File: config.mk
export PLATFORM = sky130hd
export DESIGN_NAME = uncached_bus_bridge_flat
export DESIGN_NICKNAME = d
export VERILOG_FILES = /design/src/rtl/uncached_bus_bridge_pkg.sv /design/src/rtl/cpu_dbus_if.sv /design/src/rtl/uncached_wbuf.sv /design/src/rtl/uncached_bus_bridge.sv /design/src/flat_wrapper.sv
export SDC_FILE = /design/constraint.sdc
export NUM_CORES = 1
export LEC_CHECK = 0
export BUFFER_PORTS_ARGS = -buffer_cell sky130_fd_sc_hd__buf_2
export CAP_MARGIN = 25
export CORE_AREA = 2 2 118 120
export DETAILED_ROUTE_END_ITERATION = 7
export DIE_AREA = 0 0 120 122
export PLACE_DENSITY = 0.7
export REMOVE_ABC_BUFFERS = 1
export SYNTH_ARGS = -nofsm -noshare
export SYNTH_HDL_FRONTEND = slang
export SYNTH_SLANG_ARGS = --single-unit
File: constraint.sdc
create_clock -name clk -period 1.6 [get_ports clk]
set_input_delay 0.08 -clock clk [delete_from_list [all_inputs] [get_ports clk]]
set_output_delay 0.08 -clock clk [all_outputs]
set_load 0.01 [all_outputs]
File: src/rtl/uncached_bus_bridge_pkg.sv
// Shared types for the uncached CPU-to-AXI bridge: FSM state enum, AXI
// constants, AXI channel bundles and the posted-write buffer entry.
package uncached_bus_bridge_pkg;

  localparam logic [2:0] SIZE_WORD  = 3'b010;
  localparam logic [1:0] BURST_INCR = 2'b01;

  typedef enum logic [2:0] {
    ST_IDLE   = 3'd0,
    ST_RD_AR  = 3'd1,
    ST_RD_R   = 3'd2,
    ST_WR_AWW = 3'd3,
    ST_WR_B   = 3'd4,
    ST_DONE   = 3'd5
  } unc_state_e;

  // main_st is the CPU-facing FSM, wr_st is whichever FSM owns the AW/W/B channels
  typedef struct packed {
    unc_state_e main_st;
    unc_state_e wr_st;
  } dbg_t;

  typedef struct packed {
    logic [31:0] addr;
    logic [31:0] data;
    logic [3:0]  strb;
  } wbuf_entry_t;

  typedef struct packed {
    logic [31:0] araddr;
    logic [7:0]  arlen;
    logic [2:0]  arsize;
    logic [1:0]  arburst;
    logic        arlock;
    logic [3:0]  arcache;
    logic [2:0]  arprot;
    logic        arvalid;
    logic        rready;
    logic [31:0] awaddr;
    logic [7:0]  awlen;
    logic [2:0]  awsize;
    logic [1:0]  awburst;
    logic        awlock;
    logic [3:0]  awcache;
    logic [2:0]  awprot;
    logic        awvalid;
    logic [31:0] wdata;
    logic [3:0]  wstrb;
    logic        wlast;
    logic        wvalid;
    logic        bready;
  } axi_req_t;

  typedef struct packed {
    logic        arready;
    logic [31:0] rdata;
    logic [1:0]  rresp;
    logic        rlast;
    logic        rvalid;
    logic        awready;
    logic        wready;
    logic [1:0]  bresp;
    logic        bvalid;
  } axi_resp_t;

endpackage

File: src/rtl/cpu_dbus_if.sv
// CPU data-bus interface; only the uncached access fields are carried.
interface cpu_dbus_if;
  logic        uncached_read;
  logic        uncached_write;
  logic [31:0] address;
  logic [31:0] wrdata;
  logic [3:0]  byteenable;
  logic        uncached_stall;
  logic [31:0] uncached_rddata;

  modport slave (
    input  uncached_read, uncached_write, address, wrdata, byteenable,
    output uncached_stall, uncached_rddata
  );
  modport master (
    output uncached_read, uncached_write, address, wrdata, byteenable,
    input  uncached_stall, uncached_rddata
  );
endinterface

File: src/rtl/uncached_wbuf.sv
// Posted-write FIFO for the uncached bridge; only built when
// UNCACHED_POSTED_WRITE_EN is defined. Head entry stays put until popped.
`ifdef UNCACHED_POSTED_WRITE_EN
module uncached_wbuf
  import uncached_bus_bridge_pkg::*;
#(
  parameter int DEPTH = 4
) (
  input  logic        clk,
  input  logic        rst_n,
  input  logic        push,
  input  wbuf_entry_t push_data,
  input  logic        pop,
  output wbuf_entry_t head,
  output logic        full,
  output logic        empty
);
  localparam int AW = $clog2(DEPTH);

  wbuf_entry_t mem_q [DEPTH];
  logic [AW:0] wr_ptr_q, wr_ptr_d;
  logic [AW:0] rd_ptr_q, rd_ptr_d;

  // Pointers carry one extra wrap bit so full and empty are distinguishable
  assign empty = (wr_ptr_q == rd_ptr_q);
  assign full  = (wr_ptr_q[AW] != rd_ptr_q[AW]) && (wr_ptr_q[AW-1:0] == rd_ptr_q[AW-1:0]);
  assign head  = mem_q[rd_ptr_q[AW-1:0]];

  always_comb begin
    wr_ptr_d = wr_ptr_q + {{AW{1'b0}}, push & ~full};
    rd_ptr_d = rd_ptr_q + {{AW{1'b0}}, pop & ~empty};
  end

  always_ff @(posedge clk or negedge rst_n) begin
    if (!rst_n) begin
      wr_ptr_q <= '0;
      rd_ptr_q <= '0;
    end else begin
      wr_ptr_q <= wr_ptr_d;
      rd_ptr_q <= rd_ptr_d;
    end
  end

  always_ff @(posedge clk) begin
    if (push && !full) mem_q[wr_ptr_q[AW-1:0]] <= push_data;
  end
endmodule
`endif

File: src/rtl/uncached_bus_bridge.sv
// Uncached CPU data-bus to single-beat AXI master bridge.
// Define UNCACHED_POSTED_WRITE_EN to post writes through a WBUF_DEPTH-entry buffer.
module uncached_bus_bridge
  import uncached_bus_bridge_pkg::*;
#(
  parameter int WBUF_DEPTH = 4
) (
  input  logic       clk,
  input  logic       rst_n,
  cpu_dbus_if.slave  dbus,
  output axi_req_t   axi_req,
  input  axi_resp_t  axi_resp,
  output dbg_t       dbg
);
  unc_state_e  state_q, state_d;
  logic [31:0] addr_q, addr_d;
  logic [31:0] rddata_q, rddata_d;
  logic        aw_done_q, aw_done_d;
  logic        w_done_q, w_done_d;

  unc_state_e  wr_st;
  logic [31:0] wr_addr, wr_data;
  logic [3:0]  wr_strb;
  logic        in_aww, aw_hs_done, w_hs_done, aww_exit, b_exit;
  logic        resp_unused;

`ifdef UNCACHED_POSTED_WRITE_EN
  unc_state_e  wst_q, wst_d;
  wbuf_entry_t wbuf_head;
  logic        wbuf_push, wbuf_pop, wbuf_full, wbuf_empty;

  uncached_wbuf #(.DEPTH(WBUF_DEPTH)) u_wbuf (
    .clk       (clk),
    .rst_n     (rst_n),
    .push      (wbuf_push),
    .push_data ({dbus.address, dbus.wrdata, dbus.byteenable}),
    .pop       (wbuf_pop),
    .head      (wbuf_head),
    .full      (wbuf_full),
    .empty     (wbuf_empty)
  );

  assign wr_st   = wst_q;
  assign wr_addr = wbuf_head.addr;
  assign wr_data = wbuf_head.data;
  assign wr_strb = wbuf_head.strb;
`else
  localparam int WBUF_DEPTH_UNUSED = WBUF_DEPTH;
  logic [31:0] wdata_q, wdata_d;
  logic [3:0]  strb_q, strb_d;

  assign wr_st   = state_q;
  assign wr_addr = addr_q;
  assign wr_data = wdata_q;
  assign wr_strb = strb_q;
`endif

  // AW and W complete independently; the phase ends once both have handshaken
  assign in_aww     = (wr_st == ST_WR_AWW);
  assign aw_hs_done = aw_done_q | axi_resp.awready;
  assign w_hs_done  = w_done_q | axi_resp.wready;
  assign aww_exit   = in_aww & aw_hs_done & w_hs_done;
  assign b_exit     = (wr_st == ST_WR_B) & axi_resp.bvalid;
  assign resp_unused = ^{axi_resp.rresp, axi_resp.bresp};

  assign dbus.uncached_stall  = (dbus.uncached_read | dbus.uncached_write) & (state_q != ST_DONE);
  assign dbus.uncached_rddata = rddata_q;
  assign dbg = '{main_st: state_q, wr_st: wr_st};

  always_comb begin
    state_d  = state_q;
    addr_d   = addr_q;
    rddata_d = rddata_q;
`ifdef UNCACHED_POSTED_WRITE_EN
    wbuf_push = 1'b0;
`else
    wdata_d = wdata_q;
    strb_d  = strb_q;
`endif
    case (state_q)
      ST_IDLE: begin
`ifdef UNCACHED_POSTED_WRITE_EN
        if (dbus.uncached_write) begin
          if (!wbuf_full) begin
            wbuf_push = 1'b1;
            state_d   = ST_DONE;
          end
        end else if (dbus.uncached_read && wbuf_empty && (wst_q == ST_IDLE)) begin
          addr_d  = dbus.address;
          state_d = ST_RD_AR;
        end
`else
        if (dbus.uncached_write) begin
          addr_d  = dbus.address;
          wdata_d = dbus.wrdata;
          strb_d  = dbus.byteenable;
          state_d = ST_WR_AWW;
        end else if (dbus.uncached_read) begin
          addr_d  = dbus.address;
          state_d = ST_RD_AR;
        end
`endif
      end
      ST_RD_AR: if (axi_resp.arready) state_d = ST_RD_R;
      ST_RD_R: begin
        if (axi_resp.rvalid && axi_resp.rlast) begin
          rddata_d = axi_resp.rdata;
          state_d  = ST_DONE;
        end
      end
`ifndef UNCACHED_POSTED_WRITE_EN
      ST_WR_AWW: if (aww_exit) state_d = ST_WR_B;
      ST_WR_B:   if (b_exit) state_d = ST_DONE;
`endif
      default: state_d = ST_IDLE;
    endcase
  end

`ifdef UNCACHED_POSTED_WRITE_EN
  // Drain FSM: the head entry is popped only when its B response arrives
  always_comb begin
    wst_d    = wst_q;
    wbuf_pop = 1'b0;
    case (wst_q)
      ST_IDLE:   if (!wbuf_empty) wst_d = ST_WR_AWW;
      ST_WR_AWW: if (aww_exit) wst_d = ST_WR_B;
      ST_WR_B: begin
        if (b_exit) begin
          wbuf_pop = 1'b1;
          wst_d    = ST_IDLE;
        end
      end
      default: wst_d = ST_IDLE;
    endcase
  end
`endif

  always_comb begin
    aw_done_d = 1'b0;
    w_done_d  = 1'b0;
    if (in_aww && !aww_exit) begin
      aw_done_d = aw_hs_done;
      w_done_d  = w_hs_done;
    end
  end

  always_comb begin
    axi_req         = '0;
    axi_req.araddr  = addr_q;
    axi_req.arsize  = SIZE_WORD;
    axi_req.arburst = BURST_INCR;
    axi_req.arvalid = (state_q == ST_RD_AR);
    axi_req.rready  = (state_q == ST_RD_R);
    axi_req.awaddr  = wr_addr;
    axi_req.awsize  = SIZE_WORD;
    axi_req.awburst = BURST_INCR;
    axi_req.awvalid = in_aww & ~aw_done_q;
    axi_req.wdata   = wr_data;
    axi_req.wstrb   = wr_strb;
    axi_req.wlast   = 1'b1;
    axi_req.wvalid  = in_aww & ~w_done_q;
    axi_req.bready  = (wr_st == ST_WR_B);
  end

  always_ff @(posedge clk or negedge rst_n) begin
    if (!rst_n) begin
      state_q   <= ST_IDLE;
      addr_q    <= '0;
      rddata_q  <= '0;
      aw_done_q <= 1'b0;
      w_done_q  <= 1'b0;
`ifdef UNCACHED_POSTED_WRITE_EN
      wst_q     <= ST_IDLE;
`else
      wdata_q   <= '0;
      strb_q    <= '0;
`endif
    end else begin
      state_q   <= state_d;
      addr_q    <= addr_d;
      rddata_q  <= rddata_d;
      aw_done_q <= aw_done_d;
      w_done_q  <= w_done_d;
`ifdef UNCACHED_POSTED_WRITE_EN
      wst_q     <= wst_d;
`else
      wdata_q   <= wdata_d;
      strb_q    <= strb_d;
`endif
    end
  end
endmodule
File: src/flat_wrapper.sv
// flat-port wrapper written by rule: the top's interface ports become plain ports
module uncached_bus_bridge_flat import uncached_bus_bridge_pkg::*;
#(
  parameter int WBUF_DEPTH = 4
)
  (clk, rst_n, axi_req, axi_resp, dbg, dbus_uncached_read, dbus_uncached_write, dbus_address, dbus_wrdata, dbus_byteenable, dbus_uncached_stall, dbus_uncached_rddata);
  cpu_dbus_if dbus_i ();
  input  logic clk;
  input  logic rst_n;
  output axi_req_t axi_req;
  input  axi_resp_t axi_resp;
  output dbg_t dbg;
  input wire logic [$bits(dbus_i.uncached_read)-1:0] dbus_uncached_read;
  input wire logic [$bits(dbus_i.uncached_write)-1:0] dbus_uncached_write;
  input wire logic [$bits(dbus_i.address)-1:0] dbus_address;
  input wire logic [$bits(dbus_i.wrdata)-1:0] dbus_wrdata;
  input wire logic [$bits(dbus_i.byteenable)-1:0] dbus_byteenable;
  output wire logic [$bits(dbus_i.uncached_stall)-1:0] dbus_uncached_stall;
  output wire logic [$bits(dbus_i.uncached_rddata)-1:0] dbus_uncached_rddata;
  assign dbus_i.uncached_read = dbus_uncached_read;
  assign dbus_i.uncached_write = dbus_uncached_write;
  assign dbus_i.address = dbus_address;
  assign dbus_i.wrdata = dbus_wrdata;
  assign dbus_i.byteenable = dbus_byteenable;
  assign dbus_uncached_stall = dbus_i.uncached_stall;
  assign dbus_uncached_rddata = dbus_i.uncached_rddata;
  uncached_bus_bridge #(.WBUF_DEPTH(WBUF_DEPTH)) u_core (.clk(clk), .rst_n(rst_n), .dbus(dbus_i), .axi_req(axi_req), .axi_resp(axi_resp), .dbg(dbg));
endmodule
==> qor.yml <==
placement:
  dp_hpwl_um: 7700
  place.gp.congestion: 0.802
  placedCellCount: 725
  numPortBuffers: 253
route:
  ant_nets: 0
  wl_per_cell_um: 15.2
  vias: 3636
  first_pass_iters: 4
  drt_wl_total_um: 13000
  post-route-drc-count: 0
  drtIter0Drc: 73
  via_per_inst: 4.27
cells_and_area:
  fin_util_pct: 54.5
  ff_latch_area_sq_mm: 0.00263
  finalNetCount: 781
  drive_gt1_share_pct: 58.1
  multi_input_area_sq_mm: 0.00164
  area_growth_pct: 53.2
  nFillCells: 1102
  stdcell_count: 851
  diodes: 0
timing:
  setup_viol: 0
  fin_setup_tns_ps: 0
  holdWs_ps: 17.7
  fmax_mhz: 637
  fin_crit_sh_pct: 98.1
  drv_slew: 0
  period_needed_ps: 1570
  rsz0062_at_grt: "true"
  hold_viol_final: 0
  skew_ps: 10.8
grt:
  antenna_found_initial: 0
  grt_pass1_vias: 3735
  overflow: 0
  grt_usage_pct: 16.5
  grt_max_degree: 61
  grt_pass1_wl_um: 18700
clock_tree:
  numCtsBuffers: 9
  clock_sinks: 105
  clk_path_buf_depth: 2
  cts.clk_slew.worst_paths_ps: 60
  root_buffer: "clkbuf_16"
  htreeDepth: 3
  cts_tree: "yes"
  clock_latency_ps: 350
power_and_ir_drop:
  p_total_mw: 13.7
  peakVddDrop_mv: 0.883
  powerDensity_mw_per_mm2: 1860
  p_leak_nw: 3.69
synth:
  synth_cell_types: 26
  syn_area_per_cell_sq_um: 14.5
  syn_inst: 331
  ys_ff_latch: 105
  ys_seq_area_share_pct: 54.6
  yosys_warnings: 0
  synthesis.area_sq_mm: 0.00481
setup_path:
  reg2reg_setup_slack_ps: 30
  path_max_fanout: 8
  required_ps: 1830
  cp.arrival_ps: 1800
  cp-end-kind: "flip-flop"
  path_class: "flip-flop to flip-flop"
  critPathLaunchType: "flip-flop"
floorplan:
  design.core.area_sq_mm: 0.0135
  dieArea_sq_mm: 0.0146
  ios: 301
  rows: 43
  fp.dieH_um: 122
  dieWidth_um: 120
  start_util_pct: 35.6
run:
  cap_violations: 0
run_status:
  outcome: "complete, no violations"
hold_path:
  hold_path_class: "primary input to flip-flop"
-- worst max-delay path, stage by stage (launching register included) --
cell       delay (ps)
dfrtp_2           470
nor4_4            300
buf_6             180
clkbuf_16         160
mux2_2            340
-- flip-flops by register name, summed over array words and instances (netlist names) --
name and count:
u_core.state_q 3, u_core.w_done_q 1, u_core.aw_done_q 1, u_core.addr_q 32
u_core.dbus.uncached_rddata 32, u_core.wdata_q 32, u_core.strb_q 4
-- synthesized netlist by cell type, drive strengths merged --
cell / number / area share [%]
o21ai: 1 / 0.10
o22ai: 1 / 0.13
buf: 91 / 15
nand3b: 1 / 0.16
nand3: 2 / 0.21
o22a: 1 / 0.18
nor3: 3 / 0.31
mux2: 100 / 26
inv: 2 / 0.16
nor4: 2 / 0.88
dfrtp: 105 / 55
o311ai: 1 / 0.18
nor2: 11 / 0.91
nand2: 1 / 0.078
and3: 1 / 0.23
or3: 1 / 0.13
a31oi: 1 / 0.13
conb: 2 / 0.16
nand2b: 2 / 0.26
mux2i: 1 / 0.21
o221ai: 1 / 0.18
-- layout make-up --
type                       count  area share, %
clock buffer                  13           3.53
clock inverter                 2          0.510
inverter                       2          0.102
multi-input combinational    174           22.2
sequential                   105           35.7
tap                          180           3.06
timing repair buffer         375           34.8
-- per-stage QoR --
stage,setup WS [ps],cell area [sq um]
floorplan,-793,4240
global placement,32.4,5880
detailed placement,3.94,5880
CTS,-8.41,7210
global route,-71.8,7360
finish,30.2,7360
-- power breakdown --
part / switching (mW) / internal, mW
Combinational: 2.95 / 3.62
Sequential: 0.886 / 4.03
Clock: 0.919 / 1.29
-- cells in the final DEF (no fill, tap or decap), drive strengths merged --
cell type    count
clkinvlp         1
dlygate4sd3    102
nor3             3
a31oi            1
o21ai            1
nand3            2
and3             1
inv              2
or3              1
conb            43
o221ai           1
bufinv           1
o311ai           1
dfrtp          105
nand2            1
mux2i            1
o22a             1
mux2           100
nor2            11
clkbuf          16
nor4             2
buf            270
o22ai            1
nand2b           2
nand3b           1
-- kinds of logic (layout without fill, tap and decap cells) --
family	Yosys count	in the layout	synth area share (%)
buf+inv	93	392	15.1
flops	105	105	54.6
simple gates	24	24	3.17
compound gates	6	6	0.911
other cells	2	43	0.156
mux	101	101	26.0
-- layer usage --
layer | vias up | GRT usage (%) | share of wire [%]
li1 | 1674 | - | -
met1 | 1783 | 17.5 | 37
met2 | 158 | 31.0 | 56
met3 | 21 | 3.70 | 5.8
met4 | 0 | 7.28 | 2.1
met5 | - | 0 | 0
-- timing repair --
action	CTS	global route
setup buffers	0	5
hold buffers	102	0
resized for setup	3	10
gates cloned	0	4
hold endpoints to repair	206	0
pin swaps	1	3
endpoints found under the setup margin	14	44
-- path summary, 6_finish.rpt --
check	cells past startpoint	from	end
setup reg to reg	4	u_core.state_q[2]$_DFFE_PN0P_	u_core.dbus.uncached_rddata[20]$_DFFE_PN0P_
max in group asynchronous	3	rst_n	u_core.wdata_q[5]$_DFFE_PN0P_
min in group asynchronous	2	rst_n	u_core.addr_q[12]$_DFFE_PN0P_
hold reg to reg	1	u_core.dbus.uncached_rddata[22]$_DFFE_PN0P_	u_core.dbus.uncached_rddata[22]$_DFFE_PN0P_
hold / removal	2	dbus_address[26]	u_core.addr_q[26]$_DFFE_PN0P_
setup / recovery	4	u_core.state_q[2]$_DFFE_PN0P_	u_core.dbus.uncached_rddata[20]$_DFFE_PN0P_
Note: power is estimated with default switching activity, not from simulation.
